===== config.mk =====
export PLATFORM = sky130hd
export DESIGN_NAME = regfile_sb
export DESIGN_NICKNAME = d
export VERILOG_FILES = /design/src/rtl/regfile_sb.sv
export SDC_FILE = /design/constraint.sdc
export NUM_CORES = 2
export LEC_CHECK = 0
export CAP_MARGIN = 20
export CORE_ASPECT_RATIO = 0.9
export CORE_MARGIN = 2
export CORE_UTILIZATION = 50
export CTS_CLUSTER_SIZE = 28
export DETAILED_ROUTE_END_ITERATION = 10
export PLACE_DENSITY = 0.66
export SETUP_SLACK_MARGIN = 0.5
export SYNTH_ARGS = -nofsm -noshare
export SYNTH_HDL_FRONTEND = slang
export SYNTH_SLANG_ARGS = --single-unit
export TNS_END_PERCENT = 30

===== constraint.sdc =====
create_clock -name clk -period 7.9 [get_ports clk]
set_clock_uncertainty 0.1 [all_clocks]
set_input_delay 1.58 -clock clk [delete_from_list [all_inputs] [get_ports clk]]
set_output_delay 1.58 -clock clk [all_outputs]
set_load 0.01 [all_outputs]

===== src/rtl/regfile_sb.sv =====
// ---------------------------------------------------------------------------
// regfile_sb - integer register file with a per-register pending scoreboard.
//
// NREGS x XLEN storage with NREAD combinational read ports and one
// synchronous write-back port. Each register carries a pending bit that is
// set when a producer issues (iss_we/iss_rd) and cleared when that
// producer writes back (rd_we/rd). Decode uses rs_busy to detect RAW
// hazards. Register 0 is hardwired to zero and is never pending.
//
// Optional build macro:
//   REGFILE_BYPASS_EN - forward the write-back value (and the resulting
//                       pending state) to a read port that addresses the
//                       register being written in the same cycle.
//
// Ports:
//   clk       in   clock, all state updates on the rising edge
//   rst       in   asynchronous active-low reset
//   rs        in   NREAD*AW packed read addresses, port i at [i*AW +: AW]
//   rs_out    out  NREAD*XLEN packed read data, port i at [i*XLEN +: XLEN]
//   rs_busy   out  NREAD pending bit of each read-port register
//   rd        in   write-back address
//   rd_in     in   write-back data
//   rd_we     in   write-back enable
//   iss_rd    in   destination of the instruction issuing this cycle
//   iss_we    in   mark iss_rd pending
//   flush     in   clear all pending bits, register data is kept
//   busy_cnt  out  number of registers currently pending (registered)
// ---------------------------------------------------------------------------
module regfile_sb #(
    parameter int unsigned XLEN  = 64,
    parameter int unsigned NREGS = 32,
    parameter int unsigned NREAD = 2,
    parameter int unsigned AW    = $clog2(NREGS)
) (
    input  logic                  clk,
    input  logic                  rst,
    input  logic [NREAD*AW-1:0]   rs,
    output logic [NREAD*XLEN-1:0] rs_out,
    output logic [NREAD-1:0]      rs_busy,
    input  logic [AW-1:0]         rd,
    input  logic [XLEN-1:0]       rd_in,
    input  logic                  rd_we,
    input  logic [AW-1:0]         iss_rd,
    input  logic                  iss_we,
    input  logic                  flush,
    output logic [AW:0]           busy_cnt
);

    localparam int unsigned CW = AW + 1;

    logic [XLEN-1:0]  regs [NREGS];
    logic [NREGS-1:0] pend;
    logic [NREGS-1:0] pend_next;
    logic [CW-1:0]    cnt_next;

    logic wr_ok;     // effective write-back (never to register 0)
    logic iss_ok;    // effective issue mark (flush wins over issue)
    logic cnt_inc;   // a clear pending bit becomes set
    logic cnt_dec;   // a set pending bit is cleared by write-back

    assign wr_ok  = rd_we && (rd != '0);
    assign iss_ok = iss_we && (iss_rd != '0) && !flush;

    // Next pending vector: flush clears all, otherwise write-back clears and
    // issue sets, with the issue (newer producer) winning on a collision.
    always_comb begin
        pend_next = pend;
        if (flush) begin
            pend_next = '0;
        end else begin
            if (wr_ok) begin
                pend_next[rd] = 1'b0;
            end
            if (iss_ok) begin
                pend_next[iss_rd] = 1'b1;
            end
        end
        pend_next[0] = 1'b0;
    end

    // Counter deltas track only real transitions of the pending vector, so
    // busy_cnt stays equal to popcount(pend) without an adder tree.
    always_comb begin
        cnt_inc = iss_ok && !pend[iss_rd];
        cnt_dec = wr_ok && !flush && pend[rd] && !(iss_ok && (iss_rd == rd));
    end

    always_comb begin
        cnt_next = busy_cnt;
        if (flush) begin
            cnt_next = '0;
        end else begin
            case ({cnt_inc, cnt_dec})
                2'b10:   cnt_next = busy_cnt + CW'(1);
                2'b01:   cnt_next = busy_cnt - CW'(1);
                default: cnt_next = busy_cnt;
            endcase
        end
    end

    // Scoreboard state.
    always_ff @(posedge clk or negedge rst) begin
        if (!rst) begin
            pend     <= '0;
            busy_cnt <= '0;
        end else begin
            pend     <= pend_next;
            busy_cnt <= cnt_next;
        end
    end

    // Register storage; entry 0 is only ever written by reset.
    always_ff @(posedge clk or negedge rst) begin
        if (!rst) begin
            for (int r = 0; r < int'(NREGS); r++) begin
                regs[r] <= '0;
            end
        end else if (wr_ok) begin
            regs[rd] <= rd_in;
        end
    end

    // Combinational read ports.
    for (genvar g = 0; g < int'(NREAD); g++) begin : g_read
        logic [AW-1:0]   addr;
        logic [XLEN-1:0] data;
        logic            busy;

        assign addr = rs[g*AW +: AW];

        always_comb begin
            data = (addr == '0) ? '0 : regs[addr];
            busy = pend[addr];
`ifdef REGFILE_BYPASS_EN
            // Write-through: report the value and pending state the register
            // will hold after this edge.
            if (wr_ok && (addr == rd)) begin
                data = rd_in;
                busy = iss_ok && (iss_rd == rd);
            end
`endif
        end

        assign rs_out[g*XLEN +: XLEN] = data;
        assign rs_busy[g]             = busy;
    end

endmodule

Word level (Yosys, flattened, before mapping)

Index checks and enable logic that the tools add are counted.

Add/sub/neg operators: 2
$mul: 0
Shift-type cells: 0
Magnitude comparators: 10
Multiplexer cells: 29
Reduce and logical (&&, ||, !) cells: 19
Bitwise operators: 6
Equal/unequal tests: 3
Div/mod/pow operators: 0

Operator list:

| operator              | count |
|---|---|
| $bwmux W2048          | 1 |
| $bmux W64 S5          | 2 |
| $mux W64              | 7 |
| $demux W64 S5         | 1 |
| $mux W32              | 4 |
| $and A32 B32 Y32      | 1 |
| $not A32 Y32          | 1 |
| $or A32 B32 Y32       | 1 |
| $lt A5 B6 Y1 const B  | 4 |
| $bmux W1 S5           | 4 |
| $ge A6 B6 Y1 const B  | 3 |
| $not A5 Y6            | 3 |
| $pmux W6 S2           | 1 |
| $logic_and A1 B1 Y1   | 11 |
| $demux W1 S5          | 2 |
| $ge A5 B1 Y1 const B  | 2 |
| $logic_not A5 Y1      | 2 |
| $reduce_bool A5 Y1    | 2 |
| $add A6 B1 Y6 const B | 1 |
| $lt A6 B1 Y1 const B  | 1 |
| $mux W1               | 6 |
| $mux W6               | 1 |
| $sub A6 B1 Y6 const B | 1 |
| $eq A5 B5 Y1          | 1 |
| other kinds (4)       | 6 |

Memories: 0
Latch bits: 0
RAM bits: 0
Word-level logic and storage cells: 103
Bits of input ports: 89
Bits in read-only memories: 0
Output and inout port bits: 136
Flip-flop bits (word level): 2085

Longest topological paths before layout

Word-level depth: 11
Depth in mapped cells: 18
Depth with buffers taken out: 14

Least setup slack after synthesis

OpenSTA, ideal clock, no wires.

Path kind: input-to-output
From: input rs[5]
To: output rs_out[105]
Buffers on the path: 2
Data required time: 6.220 ns
Arrival: 3.472 ns
Path slack: 2.748 ns
Stages: 6
Cell sequence: buf_2 > buf_1 > mux4_2 > mux4_2 > mux2i_1 > nor2_1

Cells in the longest elaborated chain, start to end: 5
Elaborated cells between the ends (all ways): 6
Classes of those cells: mux (4); bitwise (1); reduce/logical (1)

RTL lines:

| item                                         | RTL line | text |
|---|---|---|
| start: declaration                           | 37       | `input logic [NREAD*AW-1:0] rs,` |
| $not A5 Y6 (not written as such)             | 132      | `data = (addr == '0) ? '0 : regs[addr];` |
| $bmux W64 S5                                 | 132      |  |
| $mux W64 (not written as such) (2 in series) | 132      |  |
| $mux W64 *                                   | 132      |  |
| end: declaration                             | 38       | `output logic [NREAD*XLEN-1:0] rs_out,` |

Every way passes the cells marked *; elsewhere a longest branch is shown, timed or not. The select of a mux whose other input is x is not followed.

Worst setup path after layout

From: input rs[0]
To: output rs_out[18]

Same word-level chain as after synthesis.

==> results.sh <==
export IMPL_outcome="finished clean"
export IMPL_cts_tree="built"
export IMPL_cts_max_path_buffers=3
export IMPL_setup_viol=0
export IMPL_grt_pass1_wl_um=484000
export IMPL_min_period_over_period_pct=88.0
export IMPL_min_from="regs[2010]"
export IMPL_rsz0062_at_grt="false"
export IMPL_pwr_share_comb_pct=21.2
export IMPL_p_leak_nw=52.8
export IMPL_postSynth_asyncResetShare_pct=100
export IMPL_htreeDepth=4
export IMPL_synth_xor_area_share_pct=0.0712
export IMPL_vias=65473
export IMPL_cpMaxStageDelayCell="buf_8"
export IMPL_cp_slowest_stage_delay_ps=760
export IMPL_wl_per_cell_um=34.0
export IMPL_area_growth_pct=11.8
export IMPL_finalWirelength_um=327000
export IMPL_grtUsageTotal_pct=29.4
export IMPL_drv_slew=0
export IMPL_pwr_share_seq_pct=44.2
export IMPL_synthSimpleGateAreaFrac_pct=1.05
export IMPL_vdd_ir_drop_max_mv=0.216
export IMPL_holdBufCountCts=0
export IMPL_grt_max_degree=173
export IMPL_timing_setup_tns_ps=0
export IMPL_arrival_ps=5270
export IMPL_yosysMostFrequentCell="dfrtp_1"
export IMPL_design_core_area_mm2=0.220
export IMPL_fp_dieArea_mm2=0.225
export IMPL_synth_nets=6772
export IMPL_fillers=16892
export IMPL_crit_required_ps=6220
export IMPL_first_pass_iters=7
export IMPL_drt_vias_per_instance=6.82
export IMPL_synth_edf_count=0
export IMPL_start_util_pct=50.4
export IMPL_cts_setup_buffers=0
export IMPL_drtIter0Drc=6048
export IMPL_synth_ff_type="dfrtp_1"
export IMPL_grt_pass1_vias=68814
export IMPL_r2r_start="pend[5]"
export IMPL_synth_top_cell_by_area="dfrtp_1"
export IMPL_num_rows=163
export IMPL_ys_ff_latch=2085
export IMPL_hp_class="reg -> reg"
export IMPL_ys_seq_area_share_pct=47.1
export IMPL_synth_top_family_by_area="multiplexers"
export IMPL_synth_cell_type_count=54
export IMPL_intPower_mw=23.5
export IMPL_syn_cell_area_mm2=0.111
export IMPL_layout_drive_gt1_share_pct=58.3
export IMPL_p_sw_mw=8.36
export IMPL_ctsResizeCount=0
export IMPL_io_buffers=224
export IMPL_final_nets=6616
export IMPL_insertion_delay_ps=870
export IMPL_overflow=0
export IMPL_synth_area_leaders="dfrtp_1, mux4_2, mux2_2"
export IMPL_synthAdderAreaFrac_pct=0.0633
export IMPL_synth_compound_area_share_pct=0.440
export IMPL_synthMuxAreaShare_pct=48.1
export IMPL_routabilityCongestion=0.830
export IMPL_drc=0
export IMPL_power_density_mw_per_mm2=257
export IMPL_postLayoutCoreUtil_pct=56.3
export IMPL_cap_violations=0
export IMPL_worstPathMaxFanout=74
export IMPL_syn_inst=6678
export IMPL_synth_warnings=0
export IMPL_relSlewSlack_pct=23.1
export IMPL_synth_top_area_share_pct=47.1
export IMPL_worstSetupEndpointType="output port"
export IMPL_clock_sinks=2085
export IMPL_cts_buffers=217
export IMPL_root_buffer="clkbuf_16"
export IMPL_finalHoldViolCount=0
export IMPL_io_pins=225
export IMPL_cp_common_cell="mux4_2"
export IMPL_die_h_um=450
export IMPL_path_cells="buf_8 > buf_4 > mux4_2 > mux4_2 > mux2i_1 > nor2_1 > clkdlybuf4s50_1"
export IMPL_clk_pin_slew_ps=60
export IMPL_antenna_found_initial=21
export IMPL_start_kind="input port"
export IMPL_dpl_hpwl_um=181000
export IMPL_crit_type="in -> out"
export IMPL_total_power_mw=31.8
export IMPL_synth_avg_cell_area_um2=16.6
export IMPL_fmax_mhz=144
export IMPL_hold_ws_ps=293
export IMPL_critical_path_startpoint="rs[0]"
export IMPL_clockPowerShare_pct=34.6
export IMPL_die_w_um=500
export IMPL_yosys_top_cells_count="dfrtp_1, mux2_2, mux4_2, clkbuf_1, buf_2"
export IMPL_period_minus_slack_ps=6950
export IMPL_tightest_slew_ps=1150
export IMPL_ant_nets=0
export IMPL_swShare_pct=26.3
worst max-delay path, delay by kind of cell:
family,cells,cell delay (ps)
buf+inv,3,1850
mux,3,1470
simple gates,1,250
registers in the layout (all words and copies together) (netlist names):
signal	cells
busy_cnt	6
pend	31
regs	2048
cell usage in the layout (no fill, tap or decap), drive strengths merged, types with 3 or more instances in the layout:
| cell | synthesis | layout |
|---|---|---|
| nand2b | 6 | 6 |
| buf | 347 | 214 |
| clkdlybuf4s50 | 0 | 213 |
| diode | 0 | 7 |
| o21ai | 15 | 15 |
| inv | 10 | 14 |
| bufinv | 0 | 27 |
| mux4 | 1309 | 1309 |
| ha | 4 | 4 |
| xor2 | 3 | 3 |
| dfrtp | 2085 | 2085 |
| clkbuf | 457 | 324 |
| a22oi | 23 | 23 |
| o41ai | 3 | 3 |
| mux2 | 1988 | 1988 |
| nand3 | 7 | 7 |
| a21oi | 14 | 14 |
| nor3 | 11 | 11 |
| nor2b | 3 | 3 |
| clkinv | 0 | 44 |
| xnor2 | 6 | 6 |
| nand2 | 36 | 36 |
| or3 | 3 | 3 |
| o22ai | 4 | 4 |
| nand3b | 4 | 4 |
| clkinvlp | 0 | 10 |
| nor2 | 174 | 174 |
| nor3b | 4 | 4 |
| mux2i | 136 | 136 |
| nor4b | 3 | 3 |
path summary, 6_finish.rpt:
path	cells after the start	to	slack, ps
worst min-delay path	0	regs[2010]	290
worst max-delay path	7	rs_out[18]	950
worst min register to register	0	regs[2010]	290
min in group asynchronous	1	regs[74]	580
worst max register to register	14	busy_cnt[5]	4370
max in group asynchronous	3	regs[1129]	5320
cell type report:
cell class / instances / area [µm²] / share of cell area (%)
diodes: 7 / 17.5 / 0.0142
clock buffers: 322 / 6500 / 5.26
clock inverters: 85 / 1190 / 0.962
inverters: 10 / 37.5 / 0.0303
multi-input cells: 3779 / 55300 / 44.7
flip-flops and latches: 2085 / 52200 / 42.2
well taps: 2887 / 3610 / 2.92
repair buffers: 429 / 4910 / 3.97
cells by family after synthesis:
group / Yosys count
AOI/OAI and AO/OA: 72
xor gates and xnor gates: 9
adders and majority gates: 5
buffers and inverters: 814
DFF: 2085
muxes: 3433
and+or+nand+nor: 260
metal layers:
metal | vias to the layer above | GRT usage [%] | routed length, µm
li1 | 25839 | - | -
met1 | 36501 | 40.7 | 134000
met2 | 2461 | 46.8 | 158000
met3 | 656 | 5.09 | 21200
met4 | 16 | 11.1 | 13200
met5 | - | 0 | 95
metrics by stage:
stage | area [µm²] | std cells | setup slack, ps
after floorplan | 111000 | 6678 | 2750
after global placement | 116000 | 9182 | 975
after detailed placement | 116000 | 9182 | 965
after CTS | 123000 | 9589 | 958
after global routing | 124000 | 9603 | 830
final | 124000 | 9604 | 946
power by group through the flow:
stage,registers [mW],clock network (mW),logic [mW]
after detailed placement,14.2,0,6.77
after floorplan,13.7,0,4.97
after CTS,14.0,11.2,6.79
after global routing,14.3,11.6,7.17
final,14.1,11.0,6.75
after global placement,14.0,0,6.63
Note: power is estimated with default switching activity, not from simulation.
